--- src/rtl/sync_ram_dp_be.sv ---
// sync_ram_dp_be: simple dual-port RAM with one write port and one read port on a
// single clock. The write port has byte enables. The read path has 1 or 2 cycles of
// latency and a valid flag. Read-during-write behaviour is set by a parameter.
// An optional clear sequencer zeroes every word after reset is released.
module sync_ram_dp_be #(
  parameter int DATA_WIDTH     = 32,
  parameter int ADDR_WIDTH     = 4,
  parameter int BYTE_WIDTH     = 8,
  parameter int RD_LATENCY     = 1,
  parameter int RDW_MODE       = 0,
  parameter int CLEAR_ON_RESET = 1
) (
  input  logic                               clk,
  input  logic                               rst_n,
  output logic                               init_busy,
  input  logic                               wr_en,
  input  logic [ADDR_WIDTH-1:0]              wr_addr,
  input  logic [DATA_WIDTH/BYTE_WIDTH-1:0]   wr_be,
  input  logic [DATA_WIDTH-1:0]              wr_data,
  input  logic                               rd_en,
  input  logic [ADDR_WIDTH-1:0]              rd_addr,
  output logic [DATA_WIDTH-1:0]              rd_data,
  output logic                               rd_valid
);

  localparam int DEPTH     = 2 ** ADDR_WIDTH;
  localparam int NUM_BYTES = DATA_WIDTH / BYTE_WIDTH;

  // Parameter legality: a bad configuration must not elaborate.
  if (DATA_WIDTH % BYTE_WIDTH != 0) begin : g_bad_width
    $error("sync_ram_dp_be: DATA_WIDTH must be a multiple of BYTE_WIDTH");
  end
  if (RD_LATENCY != 1 && RD_LATENCY != 2) begin : g_bad_latency
    $error("sync_ram_dp_be: RD_LATENCY must be 1 or 2");
  end

  typedef enum logic {
    ST_CLEAR = 1'b0,
    ST_READY = 1'b1
  } state_t;

  localparam state_t ST_RESET = (CLEAR_ON_RESET != 0) ? ST_CLEAR : ST_READY;

  state_t                  r_state;
  state_t                  w_state_next;
  logic [ADDR_WIDTH-1:0]   r_clr_addr;
  logic [ADDR_WIDTH-1:0]   w_clr_addr_next;

  logic                    w_ready;
  logic                    w_wr_fire;
  logic                    w_rd_fire;
  logic                    w_collide;
  logic                    w_mem_we;
  logic [ADDR_WIDTH-1:0]   w_mem_addr;

  logic [DATA_WIDTH-1:0]   w_s1_data;
  logic                    r_s1_valid;

  // Clear-sequencer state register. Reset restarts clearing from address 0.
  always_ff @(posedge clk or negedge rst_n) begin
    if (!rst_n) begin
      r_state    <= ST_RESET;
      r_clr_addr <= '0;
    end else begin
      r_state    <= w_state_next;
      r_clr_addr <= w_clr_addr_next;
    end
  end

  // Next-state logic: one word is cleared per clock, and the last word ends the sequence.
  always_comb begin
    w_state_next    = r_state;
    w_clr_addr_next = r_clr_addr;
    case (r_state)
      ST_CLEAR: begin
        w_clr_addr_next = r_clr_addr + ADDR_WIDTH'(1);
        if (r_clr_addr == {ADDR_WIDTH{1'b1}}) begin
          w_state_next = ST_READY;
        end
      end
      ST_READY: begin
        w_state_next = ST_READY;
      end
      default: begin
        w_state_next = ST_RESET;
      end
    endcase
  end

  assign init_busy = (r_state == ST_CLEAR);
  assign w_ready   = (r_state == ST_READY);

  // User requests count only once the array is ready.
  assign w_wr_fire = wr_en & w_ready;
  assign w_rd_fire = rd_en & w_ready;
  assign w_collide = w_wr_fire & w_rd_fire & (wr_addr == rd_addr);

  // The array write port is shared by the clear sequencer and the user. It is
  // held off while rst_n is low, so that a write cannot occur during reset.
  assign w_mem_we   = rst_n & (init_busy | w_wr_fire);
  assign w_mem_addr = init_busy ? r_clr_addr : wr_addr;

  // One narrow memory per byte lane. Each byte enable then maps onto its own
  // write enable, and there are no partial-word writes into a shared array.
  for (genvar gi = 0; gi < NUM_BYTES; gi++) begin : g_lane
    logic [BYTE_WIDTH-1:0] r_mem [DEPTH];
    logic                  w_lane_we;
    logic [BYTE_WIDTH-1:0] w_lane_wdata;
    logic [BYTE_WIDTH-1:0] w_lane_rd;
    logic [BYTE_WIDTH-1:0] r_s1_lane;

    assign w_lane_we    = w_mem_we & (init_busy | wr_be[gi]);
    assign w_lane_wdata = init_busy ? '0 : wr_data[gi*BYTE_WIDTH +: BYTE_WIDTH];

    // In new-data mode, a same-address write to this lane bypasses the array.
    assign w_lane_rd = ((RDW_MODE == 1) && w_collide && wr_be[gi])
                       ? wr_data[gi*BYTE_WIDTH +: BYTE_WIDTH]
                       : r_mem[rd_addr];

    // Lane storage. The contents are not reset; the clear sequencer zeroes them.
    always_ff @(posedge clk) begin
      if (w_lane_we) begin
        r_mem[w_mem_addr] <= w_lane_wdata;
      end
    end

    // First read stage. The registered read holds its value between reads.
    always_ff @(posedge clk or negedge rst_n) begin
      if (!rst_n) begin
        r_s1_lane <= '0;
      end else if (w_rd_fire) begin
        r_s1_lane <= w_lane_rd;
      end
    end

    assign w_s1_data[gi*BYTE_WIDTH +: BYTE_WIDTH] = r_s1_lane;
  end

  // First-stage valid flag. It pulses once for each accepted read.
  always_ff @(posedge clk or negedge rst_n) begin
    if (!rst_n) begin
      r_s1_valid <= 1'b0;
    end else begin
      r_s1_valid <= w_rd_fire;
    end
  end

  if (RD_LATENCY == 2) begin : g_lat2
    logic [DATA_WIDTH-1:0] r_s2_data;
    logic                  r_s2_valid;

    // Output register stage. Data advances only with a valid read, so the
    // output holds its last result.
    always_ff @(posedge clk or negedge rst_n) begin
      if (!rst_n) begin
        r_s2_data  <= '0;
        r_s2_valid <= 1'b0;
      end else begin
        r_s2_valid <= r_s1_valid;
        if (r_s1_valid) begin
          r_s2_data <= w_s1_data;
        end
      end
    end

    assign rd_data  = r_s2_data;
    assign rd_valid = r_s2_valid;
  end else begin : g_lat1
    assign rd_data  = w_s1_data;
    assign rd_valid = r_s1_valid;
  end

endmodule

--- config.mk ---
export PLATFORM = sky130hd
export DESIGN_NAME = sync_ram_dp_be
export DESIGN_NICKNAME = d
export VERILOG_FILES = /design/src/rtl/sync_ram_dp_be.sv
export SDC_FILE = /design/constraint.sdc
export NUM_CORES = 1
export LEC_CHECK = 0
export ABC_AREA = 0
export BUFFER_PORTS_ARGS = -buffer_cell sky130_fd_sc_hd__buf_4
export CAP_MARGIN = 20
export CORE_UTILIZATION = 61
export CTS_CLUSTER_DIAMETER = 40
export DETAILED_ROUTE_END_ITERATION = 10
export PLACE_DENSITY = 0.79
export SLEW_MARGIN = 20
export SYNTH_ARGS = -nofsm -noshare
export SYNTH_HDL_FRONTEND = slang
export SYNTH_SLANG_ARGS = --single-unit
--- constraint.sdc ---
create_clock -name clk -period 2.1 [get_ports clk]
set_input_delay 0.21 -clock clk [delete_from_list [all_inputs] [get_ports clk]]
set_output_delay 0.21 -clock clk [all_outputs]
set_load 0.05 [all_outputs]
==> impl_table.tex, run 1 <==
\begin{tabular}{lr}
\hline
Metric & Value \\
\hline
\multicolumn{2}{l}{\textbf{Global routing}} \\
Number of global-route vias before repair & 12600 \\
Largest net degree at the start of global routing & 65 \\
Total gr overflow & 0 \\
Tot GR Track Use & 28.5\% \\
Number of antenna violations at the first check in global routing & 0 \\
Wire length of the first global-routing pass & 75900 um \\
\multicolumn{2}{l}{\textbf{Worst setup path}} \\
Critical-path cell list & inv\_2 > o32ai\_2 > nand2\_1 > buf\_4 > nor2\_1 > buf\_4 \\
Crit path arrival time & 2330 ps \\
Crit path max-delay cell type & dfrtp\_2 \\
FF-to-FF path depth & 6 \\
Critical path's largest stage delay & 470 ps \\
Maximum fanout along the worst path & 11 \\
Kind of critical path & register to register \\
Critical path data required time & 2380 ps \\
Source of the critical timing path & r\_state\$\_DFF\_PN0\_ \\
Critical Path Source Type & register \\
Reg2Reg Capture Point & g\_lane[3].r\_mem[9][3]\$\_DFFE\_PP\_ \\
Startpoint of the worst register-to-register path & r\_state\$\_DFF\_PN0\_ \\
Flop2flop setup slack & 40 ps \\
Cell repeated most along the worst path & buf\_4 \\
Element type at the critical path end & register \\
\multicolumn{2}{l}{\textbf{Power and ir drop}} \\
Leakage power & 9.46 nW \\
Pwr per Cell Area & 934 nW/um\^{}2 \\
Highest ir drop seen on vdd & 1040 uV \\
Overall power & 23.9 mW \\
\multicolumn{2}{l}{\textbf{Floorplanning}} \\
Number of cell rows & 68 \\
I/O pins & 82 \\
Vert. Die Dim & 191 um \\
Die area & 36500 um\^{}2 \\
Die width & 191 um \\
Effective utilization at floorplan & 62.5\% \\
Floorplan Core Area & 34900 um\^{}2 \\
\multicolumn{2}{l}{\textbf{Synthesis}} \\
Fraction of synthesized cell area taken by the top area cell type & 70.5\% \\
Ys Warns & 0 \\
Post-synthesis sequential element count & 550 \\
Leading area contributor after synthesis & edfxtp\_1 \\
Primary FF master, synth & edfxtp\_1 \\
Number of instances in the synthesized netlist & 1352 \\
Number of distinct library cell variants in the gate-level netlist after synthesis & 31 \\
Total nets after synthesis & 1401 \\
EDFF count, synth & 512 \\
Share of the yosys chip area belonging to registers & 74.9\% \\
Post-Synthesis Cell Area & 21800 um\^{}2 \\
Leading cell types by total area after synthesis & edfxtp\_1 71\%, mux2i\_1 12\%, dfrtp\_1 4.4\% \\
Avg Synthesized Cell Area & 16.1 um\^{}2 \\
Synth top cells by count & 512 x edfxtp\_1, 256 x mux2i\_1, 139 x nand2\_1 \\
Async S/R FF share, synth & 6.91\% \\
Leading cell type by number of instances after synthesis & edfxtp\_1 \\
\multicolumn{2}{l}{\textbf{Clocking}} \\
Count of buffers added by post-CTS timing repair for setup & 0 \\
Number of buffers created by CTS & 57 \\
Cell at the root of the clock tree & clkbuf\_16 \\
Number of buffers on the longest clock path & 3 \\
TritonCTS sink count & 550 \\
Reg clk slew, reported paths & 60 ps \\
Worst-skew pair later-pin latency & 570 ps \\
Depth of the CTS H-tree & 2 \\
TritonCTS clock tree & done \\
\multicolumn{2}{l}{\textbf{STA}} \\
Share of the clock period used by the worst path & 97.9\% \\
Final setup skew & 7.41 ps \\
Minimum clock period after layout & 2060 ps \\
Post-route setup slack & 43.6 ps \\
Relative slew margins & 57.0\% \\
Final setup violating endpoints & 0 \\
Slew @ Worst Pin & 645 ps \\
Hold WS & 96.8 ps \\
Fin. Hold Viols & 0 \\
Setup repair after global routing missed its margin & no \\
Max Freq & 486 MHz \\
Setup tns final & 0 ps \\
Final Slew Violations & 0 \\
\multicolumn{2}{l}{\textbf{Placed design}} \\
Routability congestion estimate from global placement & 0.851 \\
Setup WS pre-CTS & 95.7 ps \\
Post-DP HPWL & 31100 um \\
Count of port buffers added during placement & 81 \\
\multicolumn{2}{l}{\textbf{Route}} \\
Routed wire per std cell & 24.6 um \\
DRC violation count after routing & 0 \\
Total via count in the routed design & 12700 \\
Routed wire length & 50600 um \\
DRT iter0 DRCs & 1240 \\
Post-route antenna net violation count & 0 \\
TritonRoute pass-1 iters & 7 \\
Mean number of vias per cell & 6.15 \\
\multicolumn{2}{l}{\textbf{Cells and area}} \\
Share of layout cells above drive strength 1 & 20.2\% \\
Post-synthesis to final-layout area growth & 17.4\% \\
Net count of the finished layout & 1604 \\
Number of antenna cells inserted & 0 \\
\multicolumn{2}{l}{\textbf{Min path}} \\
Class of the tightest hold or removal check & primary input to async pin \\
\multicolumn{2}{l}{\textbf{Flow run}} \\
Reported max-cap violation count & 0 \\
\multicolumn{2}{l}{\textbf{Run status}} \\
Run status & finished clean \\
\hline
\end{tabular}
==> power breakdown <==
part / internal (mW) / total [mW] / switching (mW)
clock network: 6.04 / 10.1 / 4.03
logic: 0.545 / 1.68 / 1.13
registers: 12.1 / 12.1 / 0.0540
==> cell usage in the layout, fill, tap and decap left out, types with 37 or more instances in the layout <==
master	n
edfxtp_1	512
dfrtp_1	37
mux2i_1	256
nand3_1	79
clkbuf_16	57
nor2_1	65
buf_4	209
a22oi_1	75
nand2_1	135
==> per-stage QoR <==
stage          utilization [%]  area [um^2]  cells
6_report                  73.3        25600   2056
5_1_grt                   73.3        25600   2056
4_1_cts                   73.2        25500   2056
3_5_place_dp              67.8        23600   1950
3_3_place_gp              67.8        23600   1950
2_1_floorplan                -        21800   1352
==> cells by family after synthesis <==
kind of cell	Yosys count	share of synthesized area (%)
AO/OA/AOI/OAI	115	3.72
adder cells (fa/ha/maj)	1	0.0574
multiplexers	257	11.8
flip-flops	550	74.9
XOR/XNOR	3	0.121
AND/OR/NAND/NOR	347	7.14
buffers and inverters	79	2.27
==> state kept, by name, indices dropped and copies added, names as in the netlist <==
register and cells:
g_lane.r_mem 512, g_lane.r_s1_lane 32, r_clr_addr 4, r_state 1, rd_valid 1
==> how the worst max path moves through the flow <==
stage / endpoint / depth (start not counted)
2_1_floorplan: g_lane[0].r_mem[1][0]$_DFFE_PP_ / 6
3_3_place_gp: g_lane[2].r_mem[8][0]$_DFFE_PP_ / 6
3_5_place_dp: g_lane[0].r_mem[0][4]$_DFFE_PP_ / 6
4_1_cts: g_lane[0].r_mem[0][2]$_DFFE_PP_ / 6
5_1_grt: g_lane[3].r_mem[9][3]$_DFFE_PP_ / 6
6_report: g_lane[3].r_mem[9][3]$_DFFE_PP_ / 6
==> critical path, delay by kind of cell, from the launching register on <==
| family | cells | cell delay, ps |
|---|---|---|
| AOI/OAI and AO/OA | 1 | 390 |
| DFF | 1 | 470 |
| buffers and inverters | 3 | 540 |
| and+or+nand+nor | 2 | 360 |
==> metal layers <==
metal,up-vias,global-route usage [%],share of wire (%),routed length [um]
met5,-,0,0,0
li1,5572,-,-,-
met1,6275,39.1,39,19600
met3,112,4.42,9.0,4550
met4,0,11.0,3.6,1800
met2,693,46.3,49,24600
==> final cells by class <==
cell class / count / area (um^2)
sequential: 550 / 16300
fill: 2058 / 9300
multi-input combinational: 723 / 5030
timing repair buffer: 219 / 1750
clock buffer: 76 / 1550
tap: 455 / 569
clock inverter: 29 / 344
inverter: 4 / 15.0
==> what timing repair did <==
item | CTS | global route
hold buffers | 1 | 0
endpoints found under the setup margin | 0 | 63
gates resized for setup | 0 | 8
endpoints found under the hold margin | 31 | 0
Note: power is estimated with default switching activity, not from simulation.
==> run 2: changes to the inputs <==
--- a/config.mk
+++ b/config.mk
@@ -8,10 +8,9 @@
 export ABC_AREA = 0
 export BUFFER_PORTS_ARGS = -buffer_cell sky130_fd_sc_hd__buf_4
 export CAP_MARGIN = 20
-export CORE_UTILIZATION = 61
+export CORE_UTILIZATION = 30
 export CTS_CLUSTER_DIAMETER = 40
 export DETAILED_ROUTE_END_ITERATION = 10
-export PLACE_DENSITY = 0.79
 export SLEW_MARGIN = 20
 export SYNTH_ARGS = -nofsm -noshare
 export SYNTH_HDL_FRONTEND = slang
==> impl_table.tex, run 2 (synthesized netlist as in run 1, its figures left out) <==
\begin{tabular}{lr}
\hline
Metric & Value \\
\hline
\multicolumn{2}{l}{\textbf{Run status}} \\
Run status & finished clean \\
\multicolumn{2}{l}{\textbf{STA}} \\
Slew @ Worst Pin & 634 ps \\
Final Slew Violations & 0 \\
Fin. Hold Viols & 0 \\
Setup repair after global routing missed its margin & yes \\
Minimum clock period after layout & 2040 ps \\
Final setup skew & 25.6 ps \\
Share of the clock period used by the worst path & 97.4\% \\
Post-route setup slack & 55.2 ps \\
Relative slew margins & 57.8\% \\
Max Freq & 489 MHz \\
Final setup violating endpoints & 0 \\
\multicolumn{2}{l}{\textbf{Floorplanning}} \\
I/O pins & 82 \\
Vert. Die Dim & 272 um \\
Floorplan Core Area & 71700 um\^{}2 \\
Die width & 272 um \\
Number of cell rows & 98 \\
Effective utilization at floorplan & 30.4\% \\
Die area & 73700 um\^{}2 \\
\multicolumn{2}{l}{\textbf{Clocking}} \\
Count of buffers added by post-CTS timing repair for setup & 0 \\
Reg clk slew, reported paths & 60 ps \\
Cell at the root of the clock tree & clkbuf\_16 \\
TritonCTS sink count & 550 \\
Number of buffers on the longest clock path & 3 \\
Worst-skew pair later-pin latency & 590 ps \\
TritonCTS clock tree & done \\
Number of buffers created by CTS & 57 \\
Depth of the CTS H-tree & 2 \\
\multicolumn{2}{l}{\textbf{Worst setup path}} \\
FF-to-FF path depth & 6 \\
Critical path data required time & 2390 ps \\
Startpoint of the worst register-to-register path & r\_state\$\_DFF\_PN0\_ \\
Critical Path Source Type & register \\
Maximum fanout along the worst path & 15 \\
Flop2flop setup slack & 60 ps \\
Element type at the critical path end & register \\
Kind of critical path & register to register \\
Reg2Reg Capture Point & g\_lane[3].r\_mem[2][6]\$\_DFFE\_PP\_ \\
Crit path arrival time & 2330 ps \\
\multicolumn{2}{l}{\textbf{Placed design}} \\
Routability congestion estimate from global placement & 0.792 \\
Count of port buffers added during placement & 81 \\
Setup WS pre-CTS & 17.4 ps \\
Post-DP HPWL & 33400 um \\
Placed Instances & 2442 \\
\multicolumn{2}{l}{\textbf{Cells and area}} \\
Share of layout cells above drive strength 1 & 20.8\% \\
Final std cells w/o fill & 2551 \\
Most frequent standard cell in the layout excluding fill and tap cells & edfxtp\_1 \\
Register bank with the most flops & g\_lane.r\_mem \\
Post-synthesis to final-layout area growth & 20.9\% \\
Net count of the finished layout & 1601 \\
Flip-flop count of the largest register, all copies and words added & 512 \\
Commonest non-fill, non-tap cells in the layout & 512 x edfxtp\_1, 256 x mux2i\_1, 201 x buf\_4 \\
Leading registers by flop count & g\_lane.r\_mem x512, g\_lane.r\_s1\_lane x32, r\_clr\_addr x4 \\
\multicolumn{2}{l}{\textbf{Route}} \\
DRC violation count after routing & 0 \\
Routed wire length & 52300 um \\
Routed wire per std cell & 20.5 um \\
Post-route antenna net violation count & 0 \\
Total via count in the routed design & 12200 \\
DRT iter0 DRCs & 972 \\
TritonRoute pass-1 iters & 5 \\
Mean number of vias per cell & 4.80 \\
\multicolumn{2}{l}{\textbf{Min path}} \\
Hold depth & 4 \\
Worst Hold Launch & rd\_en \\
Hold path endpoint & rd\_valid\$\_DFF\_PN0\_ \\
Class of the tightest hold or removal check & primary input to register \\
\multicolumn{2}{l}{\textbf{Global routing}} \\
Wire length of the first global-routing pass & 79100 um \\
Busiest metal layer after global routing & met2 \\
M1 GR Usage & 19.5\% \\
Number of global-route vias before repair & 12600 \\
Total gr overflow & 0 \\
Number of antenna violations at the first check in global routing & 1 \\
Met3 Use GR & 2.58\% \\
Tot GR Track Use & 14.1\% \\
Met2 layer usage reported by global route & 22.9\% \\
Largest net degree at the start of global routing & 65 \\
\multicolumn{2}{l}{\textbf{Power and ir drop}} \\
Pwr per Cell Area & 925 nW/um\^{}2 \\
Part of the total power dissipated in sequential elements & 49.8\% \\
Gate power share & 6.9\% \\
Highest ir drop seen on vdd & 557 uV \\
Clk pwr share & 43.3\% \\
Overall power & 24.4 mW \\
Net switching power & 5.46 mW \\
Leakage power & 9.53 nW \\
Design internal power & 18.9 mW \\
Fraction of power spent switching nets & 22.4\% \\
\multicolumn{2}{l}{\textbf{Flow run}} \\
Reported max-cap violation count & 0 \\
\hline
\end{tabular}
[run 2: changes by cell type in the layout (fill, tap and decap cells not counted), moves of 2 or more]
cell | previous run | this run
clkbuf_16 | 57 | 59
clkbuf_1 | 14 | 5
buf_4 | 209 | 201
buf_12 | 7 | 12
clkinv_2 | 10 | 13
inv_6 | 2 | 8
[run 2: critical path, cell delays in order, from the launching register on]
cell	delay (ps)
dfrtp_2	500
or3_1	450
o31ai_4	100
nand2_1	130
buf_4	160
nor2_2	210
buf_6	190
[run 2: layout make-up]
cell class              instances  area [um^2]
multi-input cells             723         5050
well taps                     950         1190
diodes                          1         2.50
flip-flops and latches        550        16300
inverters                       4         15.0
clock inverters                39          443
clock buffers                  68         1550
repair buffers                216         1790
fillers                      6685        45400
[run 2: stage by stage]
| stage | hold slack (ps) | util, % | cell area [um^2] | setup TNS, ps |
|---|---|---|---|---|
| 2_1_floorplan | -85.6 | - | 21800 | 0 |
| 3_3_place_gp | 48.7 | 33.9 | 24300 | 0 |
| 3_5_place_dp | 47.7 | 33.9 | 24300 | 0 |
| 4_1_cts | 105 | 36.7 | 26300 | 0 |
| 5_1_grt | 134 | 36.8 | 26400 | -266 |
| 6_report | 128 | 36.8 | 26400 | 0 |
[run 2: routing by layer]
layer	up-vias	part of all wire [%]
met5	-	0
met4	0	1.9
met3	78	6.7
met2	412	47
met1	6180	44
li1	5578	-
[run 2: repair_timing]
item / CTS / global route
gates resized for setup: 1 / 7
hold buffers: 1 / 0
hold endpoints to repair: 38 / 0
setup endpoints to repair: 8 / 162
[run 2: power by group through the flow]
stage	sequential, mW	combinational, mW	clock, mW
CTS	12.1	1.72	10.7
finish	12.1	1.69	10.6
detailed placement	12.4	1.71	0
global route	12.1	1.81	11.1
global placement	12.4	1.69	0
floorplan	12.7	0.721	0
[run 2: worst max-delay path by stage]
stage / startpoint / to
final: r_state$_DFF_PN0_ / g_lane[3].r_mem[2][6]$_DFFE_PP_
after global placement: r_state$_DFF_PN0_ / g_lane[0].r_mem[4][4]$_DFFE_PP_
after global routing: r_state$_DFF_PN0_ / g_lane[1].r_mem[13][0]$_DFFE_PP_
after floorplan: r_state$_DFF_PN0_ / g_lane[0].r_mem[1][0]$_DFFE_PP_
after CTS: r_state$_DFF_PN0_ / g_lane[3].r_mem[2][3]$_DFFE_PP_
after detailed placement: r_state$_DFF_PN0_ / g_lane[0].r_mem[4][5]$_DFFE_PP_
